==> src/rtl/ddr_addr_pkg.sv <==
// Shared definitions for the DDR frame-buffer address controllers (read and write side).
// Holds the controller state encoding, valid-window bounds and frame-slot address math.
package ddr_addr_pkg;

    typedef enum logic [1:0] {
        IDLE  = 2'd0,
        SETUP = 2'd1,
        WAIT  = 2'd2
    } addr_state_t;

    localparam int SLOT_WIDTH  = 5;
    localparam int VALID_START = 4;
    localparam int VALID_END   = 7;

    // Byte address of a slot: word offset (half image block + slot stride) scaled by 4.
    // Full 64-bit result; callers truncate to their address width.
    function automatic logic [63:0] slot_to_addr(
        input logic [SLOT_WIDTH-1:0] slot,
        input logic [31:0]           image_block,
        input logic [31:0]           block_size
    );
        logic [63:0] word_addr;
        word_addr = {33'd0, image_block[31:1]} + ({59'd0, slot} * {32'd0, block_size});
        return word_addr << 2;
    endfunction

endpackage

==> src/rtl/frame_slot_sync.sv <==
// Two-flop bus synchronizer for the writer's frame slot index.
// The writer holds the value for a whole frame, so per-bit skew settles long before use.
module frame_slot_sync #(
    parameter int WIDTH = 5
) (
    input  logic             clk,
    input  logic             rst,
    input  logic [WIDTH-1:0] din,
    output logic [WIDTH-1:0] dout
);

    logic [WIDTH-1:0] meta;

    always_ff @(posedge clk) begin
        if (rst) begin
            meta <= '0;
            dout <= '0;
        end else begin
            meta <= din;
            dout <= meta;
        end
    end

endmodule

==> src/rtl/rd_frame_addr_ctr.sv <==
// Read-side DDR frame address controller: one read request per read vsync, on the slot behind the writer.
// Optional WAIT-state watchdog enabled by defining RD_ADDR_TIMEOUT_EN.
module rd_frame_addr_ctr
    import ddr_addr_pkg::*;
#(
    parameter logic [31:0] START_ADDR   = 32'h0004_0000,
    parameter logic [31:0] BLOCK_SIZE   = 32'h0008_0000,
    parameter logic [31:0] IMAGE_BLOCK  = 32'h0007_0800,
    parameter int          FRAME_NUM    = 4,
    parameter logic [31:0] RD_NUM       = 32'd1800,
    parameter int          ADDR_WIDTH   = 30,
    parameter int          RD_NUM_WIDTH = 28,
    parameter int          TIMEOUT_CYC  = 2**20
) (
    input  logic                    clk,
    input  logic                    rst,
    input  logic [SLOT_WIDTH-1:0]   wr_fram_slot,
    input  logic                    rd_vs,
    input  logic                    rd_ddr_done,
    output logic                    rd_addr_valid,
    output logic [ADDR_WIDTH-1:0]   rd_ddr_addr,
    output logic [RD_NUM_WIDTH-1:0] rd_ddr_num,
    output logic [SLOT_WIDTH-1:0]   rd_fram_slot,
    output logic [SLOT_WIDTH-1:0]   rd_fram_cnt,
    output logic                    rd_repeat,
    output logic                    rd_timeout
);

    localparam logic [SLOT_WIDTH-1:0] LAST_SLOT  = SLOT_WIDTH'(FRAME_NUM - 1);
    localparam logic [SLOT_WIDTH-1:0] SLOT_COUNT = SLOT_WIDTH'(FRAME_NUM);

    addr_state_t           state;
    addr_state_t           state_next;
    logic [2:0]            vs_sync;
    logic [2:0]            done_sync;
    logic                  vs_rise;
    logic                  done_rise;
    logic [SLOT_WIDTH-1:0] wr_s;
    logic [SLOT_WIDTH-1:0] sel_slot;
    logic [63:0]           sel_addr_full;
    logic [3:0]            delay_cnt;
    logic                  pending;
    logic [SLOT_WIDTH-1:0] last_slot;
    logic                  start_req;
    logic                  finish_req;
    logic                  to_hit;
    logic                  unused_cfg;

    frame_slot_sync #(
        .WIDTH (SLOT_WIDTH)
    ) u_slot_sync (
        .clk  (clk),
        .rst  (rst),
        .din  (wr_fram_slot),
        .dout (wr_s)
    );

    // Three-stage synchronizers; edges are taken between stages two and three and registered.
    always_ff @(posedge clk) begin
        if (rst) begin
            vs_sync   <= '0;
            done_sync <= '0;
            vs_rise   <= 1'b0;
            done_rise <= 1'b0;
        end else begin
            vs_sync   <= {vs_sync[1:0], rd_vs};
            done_sync <= {done_sync[1:0], rd_ddr_done};
            vs_rise   <= vs_sync[1] & ~vs_sync[2];
            done_rise <= done_sync[1] & ~done_sync[2];
        end
    end

    // Most recently completed slot is the one behind the writer; a corrupt index falls back to slot 0.
    always_comb begin
        sel_slot = '0;
        if (wr_s >= SLOT_COUNT) begin
            sel_slot = '0;
        end else if (wr_s == '0) begin
            sel_slot = LAST_SLOT;
        end else begin
            sel_slot = wr_s - SLOT_WIDTH'(1);
        end
        sel_addr_full = slot_to_addr(sel_slot, IMAGE_BLOCK, BLOCK_SIZE);
    end

    always_comb begin
        state_next = state;
        start_req  = 1'b0;
        finish_req = 1'b0;
        case (state)
            IDLE: begin
                if (vs_rise || pending) begin
                    start_req  = 1'b1;
                    state_next = SETUP;
                end
            end
            SETUP: begin
                if (delay_cnt == 4'(VALID_END)) begin
                    state_next = WAIT;
                end
            end
            WAIT: begin
                if (done_rise) begin
                    finish_req = 1'b1;
                    state_next = IDLE;
                end else if (to_hit) begin
                    state_next = IDLE;
                end
            end
            default: state_next = IDLE;
        endcase
    end

    always_ff @(posedge clk) begin
        if (rst) begin
            state <= IDLE;
        end else begin
            state <= state_next;
        end
    end

    // Request datapath: slot/address/repeat latch on arming, count and history update on completion.
    always_ff @(posedge clk) begin
        if (rst) begin
            delay_cnt    <= '0;
            pending      <= 1'b0;
            last_slot    <= LAST_SLOT;
            rd_fram_slot <= '0;
            rd_ddr_addr  <= '0;
            rd_fram_cnt  <= '0;
            rd_repeat    <= 1'b0;
        end else begin
            if (start_req) begin
                delay_cnt    <= '0;
                rd_fram_slot <= sel_slot;
                rd_ddr_addr  <= sel_addr_full[ADDR_WIDTH-1:0];
                rd_repeat    <= (sel_slot == last_slot);
            end else if (state == SETUP) begin
                delay_cnt <= delay_cnt + 4'd1;
            end

            if (start_req) begin
                pending <= 1'b0;
            end else if (vs_rise) begin
                pending <= 1'b1;
            end

            if (finish_req) begin
                rd_fram_cnt <= rd_fram_cnt + SLOT_WIDTH'(1);
                last_slot   <= rd_fram_slot;
            end
        end
    end

    assign rd_addr_valid = (state == SETUP) &&
                           (delay_cnt >= 4'(VALID_START)) &&
                           (delay_cnt <= 4'(VALID_END));

    assign rd_ddr_num = RD_NUM[RD_NUM_WIDTH-1:0];

`ifdef RD_ADDR_TIMEOUT_EN
    logic [31:0] to_cnt;

    assign to_hit = (state == WAIT) && (to_cnt == 32'(TIMEOUT_CYC - 1));

    // Watchdog: abandons a WAIT that never sees done; the flag stays set until reset.
    always_ff @(posedge clk) begin
        if (rst) begin
            to_cnt     <= '0;
            rd_timeout <= 1'b0;
        end else begin
            if (state == WAIT) begin
                to_cnt <= to_cnt + 32'd1;
            end else begin
                to_cnt <= '0;
            end
            if (to_hit && !done_rise) begin
                rd_timeout <= 1'b1;
            end
        end
    end
`else
    assign to_hit     = 1'b0;
    assign rd_timeout = 1'b0;
`endif

    assign unused_cfg = ^{START_ADDR, 32'(TIMEOUT_CYC), sel_addr_full[63:ADDR_WIDTH]};

endmodule

==> config.mk <==
export PLATFORM = sky130hd
export DESIGN_NAME = rd_frame_addr_ctr
export DESIGN_NICKNAME = d
export VERILOG_FILES = /design/src/rtl/ddr_addr_pkg.sv /design/src/rtl/frame_slot_sync.sv /design/src/rtl/rd_frame_addr_ctr.sv
export SDC_FILE = /design/constraint.sdc
export NUM_CORES = 1
export LEC_CHECK = 0
export BUFFER_PORTS_ARGS = -buffer_cell sky130_fd_sc_hd__buf_2
export CAP_MARGIN = 15
export CORE_MARGIN = 4
export CORE_UTILIZATION = 46
export CTS_CLUSTER_DIAMETER = 40
export DETAILED_ROUTE_END_ITERATION = 8
export PLACE_DENSITY = 0.76
export SETUP_SLACK_MARGIN = 0.5
export SLEW_MARGIN = 0
export SYNTH_ARGS = -nofsm -noshare
export SYNTH_HDL_FRONTEND = slang
export SYNTH_SLANG_ARGS = --single-unit
==> constraint.sdc <==
create_clock -name clk -period 3.8 [get_ports clk]
set_input_delay 0.76 -clock clk [delete_from_list [all_inputs] [get_ports clk]]
set_output_delay 0.76 -clock clk [all_outputs]
set_load 0.01 [all_outputs]
==> impl_metrics.py <==
metrics = {
    "worst_setup_path": {
        "setup.worst_path.class": "flip-flop to primary output",
        "path_max_fanout": 7,
        "crit_arrival_ns": 1.50,
        "start_kind": "flip-flop",
        "reg2reg_slack_ns": 2.27,
        "cp.required_ns": 3.04,
        "end_kind": "primary output",
    },
    "logic_synthesis": {
        "muxShareOfSynthArea_pct": 1.979,
        "synthFlopType": "dfxtp_1",
        "synth-seq-cells": 42,
        "synth-seq-area-share_pct": 41.56,
        "synth_fa_ha_area_share_pct": 2.474,
        "synth_xor_area_share_pct": 3.463,
        "synth_compound_area_share_pct": 4.205,
        "avgSynthCellArea_sq_um": 9.323,
        "netlist_top_cells_area": "dfxtp_1 (42%), buf_4 (22%), nor2b_1 (6.2%)",
        "yosys.area.top_type": "dfxtp_1",
        "syn_inst": 217,
        "synth_top_family_by_area": "buffers and inverters",
        "async_flop_share_pct": 0,
        "netlist_area_sq_um": 2023,
        "synth_edf_count": 0,
        "yosysWarnings": 0,
        "yosys.area_share.simple_pct": 22.20,
        "synth_cell_types": 35,
        "synth_top_cell_area_share_pct": 41.56,
    },
    "layout": {
        "nFillCells": 402,
        "synthToLayoutAreaGrowth_pct": -0.1236,
        "final_cell_area_sq_um": 2021,
        "drive_gt1_share_pct": 17.80,
        "fin_util_pct": 49.10,
        "nNetsFinal": 249,
        "antenna_cells": 0,
    },
    "cts": {
        "clock_sinks": 42,
        "cts.clk_slew.worst_paths_ns": 0.07,
        "worstSkewPairLatency_ns": 0.29,
        "numCtsBuffers": 5,
        "cts_setup_buffers": 0,
        "cts_buffer_depth": 2,
        "root_buffer": "clkbuf_8",
        "cts_tree": "yes",
        "cts_resized": 0,
        "cts_hold_buf": 0,
        "htreeDepth": 2,
    },
    "global_route": {
        "grt_overflow": 0,
        "antenna_found_initial": 0,
        "grt.total_usage_pct": 10.53,
        "grt_max_degree": 42,
        "grt_pass1_wl_mm": 4.388,
        "grt_pass1_vias": 1007,
    },
    "sta": {
        "fmax_ghz": 0.4425,
        "hold_slack_ns": 0.3867,
        "rsz0062_at_grt": "false",
        "min_period_ns": 2.260,
        "finalSetupViolCount": 0,
        "max_slew.worst_pin.slew_ns": 0.6865,
        "hold_violations": 0,
        "slew_viol_final": 0,
        "period_share_pct": 59.47,
        "skew_ns": 0.003489,
        "slew_headroom_pct": 54.23,
        "tns_ns": 0,
    },
    "floorplan": {
        "io_pins": 80,
        "start_util_pct": 49.16,
        "rows": 23,
        "die_h_um": 74.32,
        "core_sq_um": 4115,
        "dieArea_sq_um": 5523,
        "die_x_um": 74.32,
    },
    "route": {
        "drt_iter0_drc": 57,
        "wl_per_cell_um": 10.28,
        "viasPerCell": 4.266,
        "remaining_drc_errors": 0,
        "vias": 1220,
        "detail_route.first_pass.iterations": 4,
        "wl_mm": 2.940,
        "ant_nets": 0,
    },
    "pwr": {
        "power_frac_clock_pct": 32.7,
        "combPwrFrac_pct": 9.7,
        "power_density_nw_per_um2": 395.6,
        "power.net_switching_w": 0.0001984,
        "intPower_w": 0.0006010,
        "seq_power_share_pct": 57.6,
        "vdd_ir_drop_max_mv": 0.2092,
        "p_leak_nw": 0.9416,
        "sw_frac_of_total_pct": 24.82,
    },
    "placed_design": {
        "place_area_sq_um": 1942,
        "gp_congestion": 0.7932,
        "io_buffers": 29,
        "hpwl_mm": 2.200,
    },
    "outcome": {
        "outcome": "finished clean",
    },
    "job": {
        "max_cap_violations": 0,
    },
    "hold_path": {
        "hold_path_class": "flip-flop to flip-flop",
    },
}
power groups by stage:
stage | Clock, W | Combinational (W) | Sequential, W
final | 0.000261 | 0.0000778 | 0.000461
after global routing | 0.000293 | 0.0000880 | 0.000462
after CTS | 0.000275 | 0.0000770 | 0.000461
after detailed placement | 0 | 0.0000767 | 0.000471
after global placement | 0 | 0.0000753 | 0.000470
after floorplan | 0 | 0.000103 | 0.000471
through the flow:
stage / total power [W] / instances / worst slack [ns]
final: 0.0007994 / 286 / 1.540
after global routing: 0.0008437 / 286 / 1.385
after CTS: 0.0008126 / 286 / 1.513
after detailed placement: 0.0005477 / 279 / 1.837
after global placement: 0.0005457 / 279 / 1.908
after floorplan: 0.0005744 / 265 / 2.127
per-layer routing:
metal / share of wire [%] / routed length (um) / global-route usage (%) / vias to the layer above
li1: - / - / - / 630
met1: 42 / 1225 / 12.31 / 548
met2: 48 / 1410 / 16.34 / 39
met3: 9.5 / 278 / 5.946 / 3
met4: 0.85 / 25 / 3.557 / 0
met5: 0 / 0 / 0 / -
cell families (layout without fill, tap and decap cells):
group           count (synthesis)  in the layout
simple gates                   75             75
buf+inv                        68             39
flops                          42             42
compound gates                 14             14
xor+xnor                        8              8
fa+ha+maj                       4              4
mux                             4              4
other cells                     2             50
final cells by class:
cell class	instances	area, sq um	area share [%]
Clock buffer	5	68.82	3.406
Sequential cell	42	840.8	41.61
Tap cell	50	62.56	3.096
Inverter	3	11.26	0.5573
Timing Repair Buffer	29	145.1	7.183
Multi-Input combinational cell	155	882.1	43.65
Clock inverter	2	10.01	0.4954
layout by cell type, fill, tap and decap left out, types with 2 or more instances in the layout:
cell type | Yosys | final
mux2i_1 | 4 | 4
ha_1 | 4 | 4
nand4_1 | 3 | 3
a21oi_1 | 9 | 9
nand3b_1 | 3 | 3
clkinv_2 | 0 | 2
nand2_1 | 14 | 14
clkbuf_8 | 0 | 5
nor2b_1 | 20 | 20
conb_1 | 2 | 50
nand2b_1 | 2 | 2
buf_2 | 3 | 29
inv_1 | 3 | 3
nor2_1 | 13 | 13
dfxtp_1 | 42 | 42
xor2_1 | 6 | 6
xnor2_1 | 2 | 2
nor3_1 | 6 | 6
and3b_1 | 3 | 3
cell usage after synthesis (2+ instances only):
cell / instances
xnor2_1: 2
dfxtp_1: 42
nand3b_1: 3
nor2_1: 13
nor2b_1: 20
inv_1: 3
and3b_1: 3
ha_1: 4
buf_4: 59
nand2_1: 14
nand2b_1: 2
conb_1: 2
xor2_1: 6
a21oi_1: 9
mux2i_1: 4
clkbuf_1: 3
nand4_1: 3
buf_2: 3
nor3_1: 6
registers in the layout (all words and copies together) (netlist names):
signal,cells
last_slot,5
rd_fram_cnt,5
u_slot_sync.dout,5
u_slot_sync.meta,5
delay_cnt,4
rd_fram_slot,4
done_sync,3
vs_sync,3
rd_ddr_addr,2
state,2
done_rise,1
pending,1
rd_repeat,1
vs_rise,1
worst paths after layout:
| path | from | endpoint | cells after the start |
|---|---|---|---|
| hold reg to reg | vs_sync[2] | vs_rise | 1 |
| hold / removal | vs_sync[2] | vs_rise | 1 |
| setup reg to reg | u_slot_sync.dout[0] | rd_repeat | 6 |
| setup / recovery | state[0] | rd_addr_valid | 3 |
worst max-delay path, stage by stage, from the launching register on:
cell and delay, ns:
dfxtp_1 0.45, nor2b_1 0.42, and3b_1 0.22, buf_2 0.12
(Power assumes the default switching activity.)
